<file path="src/rtl/pq_ingress.sv">
`timescale 1ns/1ps
`default_nettype none
// ============================================================================
//  Module   : pq_ingress
//  Purpose  : Front-end for the pq priority queue. It accepts tagged insert
//             and cancel requests, drives the queue push/drop handshakes,
//             and remembers the queue-assigned entry ID for each tag. This
//             lets requesters cancel by their own tag. Retire reports free
//             tags whose entries were popped.
//  Ports    : clk_i, rst_i              clock, synchronous active-high reset
//             req_*                     insert request (valid/ready, data, tag)
//             cancel_*                  cancel request, done/miss pulses
//             pq_push_*, pq_data_o      push handshake toward the queue
//             pq_drop_*                 drop handshake toward the queue
//             pq_full_i                 queue full indication
//             retire_valid_i/retire_id_i pop report from the queue
//             tag_live_o                per-tag "owns a queued entry" mask
//  Revision : 1.0  initial release
// ============================================================================
module pq_ingress #(
  parameter int DW   = 8,
  parameter int IDW  = 4,
  parameter int TAGS = 4,
  parameter int TW   = $clog2(TAGS)
) (
  input  logic            clk_i,
  input  logic            rst_i,
  input  logic            req_valid_i,
  output logic            req_ready_o,
  input  logic [DW-1:0]   req_data_i,
  input  logic [TW-1:0]   req_tag_i,
  input  logic            cancel_valid_i,
  output logic            cancel_ready_o,
  input  logic [TW-1:0]   cancel_tag_i,
  output logic            cancel_done_o,
  output logic            cancel_miss_o,
  output logic            pq_push_o,
  output logic [DW-1:0]   pq_data_o,
  input  logic            pq_push_rdy_i,
  input  logic [IDW-1:0]  pq_push_id_i,
  input  logic            pq_full_i,
  output logic            pq_drop_o,
  output logic [IDW-1:0]  pq_drop_id_o,
  input  logic            pq_drop_rdy_i,
  input  logic            retire_valid_i,
  input  logic [IDW-1:0]  retire_id_i,
  output logic [TAGS-1:0] tag_live_o
);

  typedef enum logic [1:0] {
    S_IDLE = 2'd0,
    S_PUSH = 2'd1,
    S_DROP = 2'd2
  } state_t;

  state_t          r_state;
  logic [TAGS-1:0] r_live;
  logic [IDW-1:0]  r_table [TAGS];
  logic [DW-1:0]   r_data;
  logic [TW-1:0]   r_tag;
  logic            r_done;
  logic            r_miss;

  logic [TAGS-1:0] w_hit;
  logic [TAGS-1:0] w_live_eff;
  logic [TAGS-1:0] w_live_next;
  logic            w_idle;
  logic            w_req_fire;
  logic            w_cancel_fire;

  // A retire report frees every live tag whose recorded ID matches it.
  for (genvar t = 0; t < TAGS; t++) begin : g_hit
    assign w_hit[t] = retire_valid_i & r_live[t] & (r_table[t] == retire_id_i);
  end

  // Liveness after this cycle's retire. A cancel that races a retire of the
  // same tag sees the tag as already gone, so it misses instead of dropping
  // an entry that has just left the queue.
  assign w_live_eff = r_live & ~w_hit;

  assign w_idle         = (r_state == S_IDLE);
  assign cancel_ready_o = w_idle & ~rst_i;
  assign req_ready_o    = w_idle & ~rst_i & ~cancel_valid_i & ~pq_full_i
                          & ~r_live[req_tag_i];
  assign w_req_fire     = req_valid_i & req_ready_o;
  assign w_cancel_fire  = cancel_valid_i & cancel_ready_o;

  assign pq_push_o     = (r_state == S_PUSH);
  assign pq_data_o     = pq_push_o ? r_data : '0;
  assign pq_drop_o     = (r_state == S_DROP);
  // The table entry for the held tag is only written on a push completion,
  // which cannot happen while in DROP, so the drop ID is stable.
  assign pq_drop_id_o  = pq_drop_o ? r_table[r_tag] : '0;
  assign cancel_done_o = r_done;
  assign cancel_miss_o = r_miss;
  assign tag_live_o    = r_live;

  // A push completing in the same cycle as a retire keeps its new entry live
  // even if the retired ID equals the freshly assigned one.
  always_comb begin
    w_live_next = w_live_eff;
    if (r_state == S_PUSH && pq_push_rdy_i) begin
      w_live_next[r_tag] = 1'b1;
    end
    if (r_state == S_DROP && pq_drop_rdy_i) begin
      w_live_next[r_tag] = 1'b0;
    end
  end

  always_ff @(posedge clk_i) begin
    if (rst_i) begin
      r_state <= S_IDLE;
      r_live  <= '0;
      r_data  <= '0;
      r_tag   <= '0;
      r_done  <= 1'b0;
      r_miss  <= 1'b0;
    end else begin
      r_live <= w_live_next;
      r_done <= 1'b0;
      r_miss <= 1'b0;
      case (r_state)
        S_IDLE: begin
          if (w_cancel_fire) begin
            if (w_live_eff[cancel_tag_i]) begin
              r_tag   <= cancel_tag_i;
              r_state <= S_DROP;
            end else begin
              r_miss <= 1'b1;
            end
          end else if (w_req_fire) begin
            r_data  <= req_data_i;
            r_tag   <= req_tag_i;
            r_state <= S_PUSH;
          end
        end
        S_PUSH: begin
          if (pq_push_rdy_i) begin
            r_state <= S_IDLE;
          end
        end
        S_DROP: begin
          if (pq_drop_rdy_i) begin
            r_done  <= 1'b1;
            r_state <= S_IDLE;
          end else if (w_hit[r_tag]) begin
            // Entry popped before the queue took the drop: nothing to drop.
            r_miss  <= 1'b1;
            r_state <= S_IDLE;
          end
        end
        default: r_state <= S_IDLE;
      endcase
    end
  end

  // ID table has no reset; entries are only meaningful while live is set.
  always_ff @(posedge clk_i) begin
    if (!rst_i && r_state == S_PUSH && pq_push_rdy_i) begin
      r_table[r_tag] <= pq_push_id_i;
    end
  end

endmodule
`default_nettype wire

</file>
<file path="config.mk">
export PLATFORM = sky130hd
export DESIGN_NAME = pq_ingress
export DESIGN_NICKNAME = d
export VERILOG_FILES = /design/src/rtl/pq_ingress.sv
export SDC_FILE = /design/constraint.sdc
export NUM_CORES = 1
export LEC_CHECK = 0
export CELL_PAD_IN_SITES_DETAIL_PLACEMENT = 0
export CELL_PAD_IN_SITES_GLOBAL_PLACEMENT = 2
export CORE_MARGIN = 5
export CORE_UTILIZATION = 31
export CTS_BUF_LIST = sky130_fd_sc_hd__clkbuf_8
export DETAILED_ROUTE_END_ITERATION = 10
export PLACE_DENSITY_LB_ADDON = 0.1
export RECOVER_POWER = 25
export SLEW_MARGIN = 40
export SYNTH_ARGS = -nofsm -noshare
export SYNTH_HDL_FRONTEND = slang
export SYNTH_SLANG_ARGS = --single-unit
</file>
<file path="constraint.sdc">
create_clock -name clk_i -period 2.3 [get_ports clk_i]
set_input_delay 0.345 -clock clk_i [delete_from_list [all_inputs] [get_ports clk_i]]
set_output_delay 0.345 -clock clk_i [all_outputs]
set_load 0.02 [all_outputs]
</file>
==> metrics.csv <==
stage,metric,value,unit
worst_setup_path,critPathCaptureType,output pin,
worst_setup_path,setup.worst_path.end,pq_drop_id_o[0],
placed_design,pre_cts_ws,-0.1685,ns
worst_setup_path,crit_buf_inv,1,
detailed_routing,postRouteAntennaNets,0,
global_routing,antenna_found_initial,0,
min_path,whs_path_depth,2,
sta,fin_crit_sh,97.64,%
worst_setup_path,crit_arrival,1.90,ns
finish,fillCellCount,591,
placed_design,gp_congestion,0.7553,
worst_setup_path,crit_chain,"mux4_2, and2_1, clkdlybuf4s50_1",
synth,synth_ff_type,dfxtp_1,
power_and_ir_drop,leakagePower,0.0009781,µW
detailed_routing,drcViolationCount,0,
detailed_routing,drt_iter0_drc,64,
worst_setup_path,reg2regPathDepth,6,
detailed_routing,num_vias,1596,
sta,fmax,0.4453,GHz
synth,synth_cell_types,46,
synth,yosys-top-cells-count,"31 x nand2_1, 20 x dfxtp_1, 16 x edfxtp_1",
synth,netlist_area,0.001933,mm²
clock_network,htreeDepth,2,
detailed_routing,wirelength,5170,µm
power_and_ir_drop,ir_drop,0.2144,mV
sta,layout_min_cycle_time,2.246,ns
floorplanning,core-area,0.005991,mm²
worst_setup_path,cp_max_fo,4,
worst_setup_path,r2r_slack,0.38,ns
job,drv_cap,0,
detailed_routing,routedWlPerCell,15.96,µm
sta,timing.slew.headroom,70.75,%
clock_network,cts_buffers,5,
sta,drv_slew,0,
finish,drive_above_1_share,16.06,%
clock_network,worstSkewPairLatency,0.29,ns
global_routing,grt_max_degree,25,
power_and_ir_drop,powerDensity,527.3,mW/mm²
finish,diodes,0,
global_routing,grt_pass1_vias,1672,
clock_network,cts_hold_buf,0,
synth,netlist_instances,182,
sta,fin_setup_tns,0,ns
finish,fin_nets,276,
global_routing,gr-total-overflow,0,
clock_network,clkSinkCount,36,
worst_setup_path,path_delay_family,buffers and inverters,
clock_network,cts_tree,done,
clock_network,clk_path_buf_depth,2,
sta,finalHoldViolCount,0,
synth,synth_largest_area_cell,edfxtp_1,
placed_design,dpl.hpwl,4027,µm
sta,fin_ws,0.05419,ns
clock_network,path_clk_slew,0.07,ns
floorplanning,dieArea,0.007915,mm²
worst_setup_path,worstReg2RegStart,r_table[0][1],
floorplanning,die_w,88.97,µm
synth,synth-edff-count,16,
sta,grt_setup_unrepaired,no,
worst_setup_path,slowest_delay,0.53,ns
synth,yosysMostFrequentCell,nand2_1,
detailed_routing,via_per_inst,4.926,
min_path,hp-class,flop to flop,
placed_design,port_buffers,49,
synth,yosys_warnings,0,
sta,skew,0.004159,ns
worst_setup_path,startpoint_type,flop,
floorplanning,rows,28,
synth,ys_ff_latch,36,
worst_setup_path,critical_path_depth,3,
power_and_ir_drop,total_power,1427,µW
clock_network,root_buffer,clkbuf_8,
sta,setup_viol,0,
floorplanning,ios,50,
synth,yosysSeqAreaShare,45.57,%
outcome,status,completed,
synth,yosys-top-cells-area,"edfxtp_1 25%, dfxtp_1 21%, nand2_1 6.0%",
synth,synth_top_area_share,24.85,%
floorplanning,die_h,88.97,µm
worst_setup_path,cp.required,1.96,ns
sta,tightest_slew,0.4381,ns
worst_setup_path,cpMaxStageDelayCell,clkdlybuf4s50_1,
synth,syn_avg_cell_area,10.62,µm²
detailed_routing,dr.pass1.iters,4,
finish,area_growth,40.00,%
synth,syn_nets,210,
worst_setup_path,worstSetupPathType,flop to output pin,
global_routing,track_usage,14.01,%
synth,async_reset_ff_share,0,%
global_routing,grt_pass1_wl,8355,µm
floorplanning,start_util,32.27,%
sta,hold_ws,0.4489,ns
-- worst reg2reg max path, delay by kind of cell (launching register included) --
kind / cells / cell delay, ns
DFF: 1 / 0.41
and+or+nand+nor: 2 / 0.48
xor gates and xnor gates: 1 / 0.18
AOI/OAI and AO/OA: 3 / 0.77
-- how the worst min path moves through the flow --
| stage | from | end |
|---|---|---|
| floorplan | r_data[0] | r_data[0] |
| global route | r_data[3] | r_data[3] |
| detailed placement | r_data[3] | r_data[3] |
| finish | r_data[3] | r_data[3] |
| CTS | r_data[3] | r_data[3] |
| global placement | r_data[6] | r_data[6] |
-- layer usage --
layer / track usage [%] / up-vias / part of all wire, %
met2: 24.56 / 37 / 50
met4: 4.060 / 0 / 1.2
li1: - / 790 / -
met5: 0 / - / 0
met1: 17.20 / 763 / 44
met3: 3.226 / 6 / 5.1
-- report_power, final --
| group | internal [µW] | leakage [µW] | switching [µW] |
|---|---|---|---|
| combinational | 96.9 | 0.000618 | 87.1 |
| clock | 321 | 0.0000541 | 228 |
| sequential | 678 | 0.000306 | 16.1 |
| total | 1100 | 0.000978 | 331 |
-- cells in the final DEF (no fill, tap or decap), drive strengths merged, types with 3 or more instances in the layout --
| cell | synthesis | layout |
|---|---|---|
| clkdlybuf4s50 | 0 | 41 |
| nand2 | 31 | 31 |
| dfxtp | 20 | 20 |
| buf | 2 | 18 |
| edfxtp | 16 | 16 |
| and2 | 14 | 14 |
| xor2 | 10 | 10 |
| a21oi | 10 | 10 |
| nor2 | 6 | 6 |
| xnor2 | 6 | 6 |
| mux4 | 5 | 5 |
| nor2b | 5 | 5 |
| clkbuf | 5 | 5 |
| nor3 | 5 | 5 |
| inv | 4 | 4 |
| nand3 | 4 | 4 |
| a31oi | 4 | 4 |
| dlygate4sd3 | 1 | 4 |
| dlymetal6s2s | 0 | 3 |
| nor4 | 3 | 3 |
-- per-stage QoR --
| stage | instance area (µm²) | cells | util, % |
|---|---|---|---|
| after floorplan | 1933 | 182 | - |
| after global placement | 2587 | 316 | 43.19 |
| after detailed placement | 2587 | 316 | 43.19 |
| after CTS | 2699 | 324 | 45.05 |
| after global routing | 2706 | 324 | 45.18 |
| final | 2706 | 324 | 45.18 |
-- timing repair --
action | 4_1_cts | 5_1_grt
gates cloned | 0 | 0
setup endpoints to repair | 5 | 3
buffers inserted | 0 | 0
resized for setup | 2 | 3
-- registers in the layout, indices dropped and copies added (netlist names), named ones only --
name,cells
cancel_done_o,1
r_table,16
r_state,2
tag_live_o,4
r_tag,2
cancel_miss_o,1
r_data,8
-- final cells by class --
| cell class | count | area [µm²] | share of cell area [%] |
|---|---|---|---|
| clock buffers | 5 | 68.82 | 2.543 |
| clock inverters | 3 | 42.54 | 1.572 |
| inverters | 5 | 18.77 | 0.6935 |
| multi-input cells | 133 | 968.4 | 35.78 |
| flip-flops and latches | 36 | 882.1 | 32.59 |
| well taps | 75 | 93.84 | 3.467 |
| repair buffers | 67 | 631.9 | 23.35 |
-- cell families (layout without fill, tap and decap cells) --
family	Yosys count	after routing	synth area share (%)
simple gates	76	76	21.29
flops	36	36	45.57
compound gates	34	34	14.69
xor+xnor	16	16	7.249
buf+inv	13	80	4.336
mux	7	7	6.861
(Power assumes the default switching activity.)
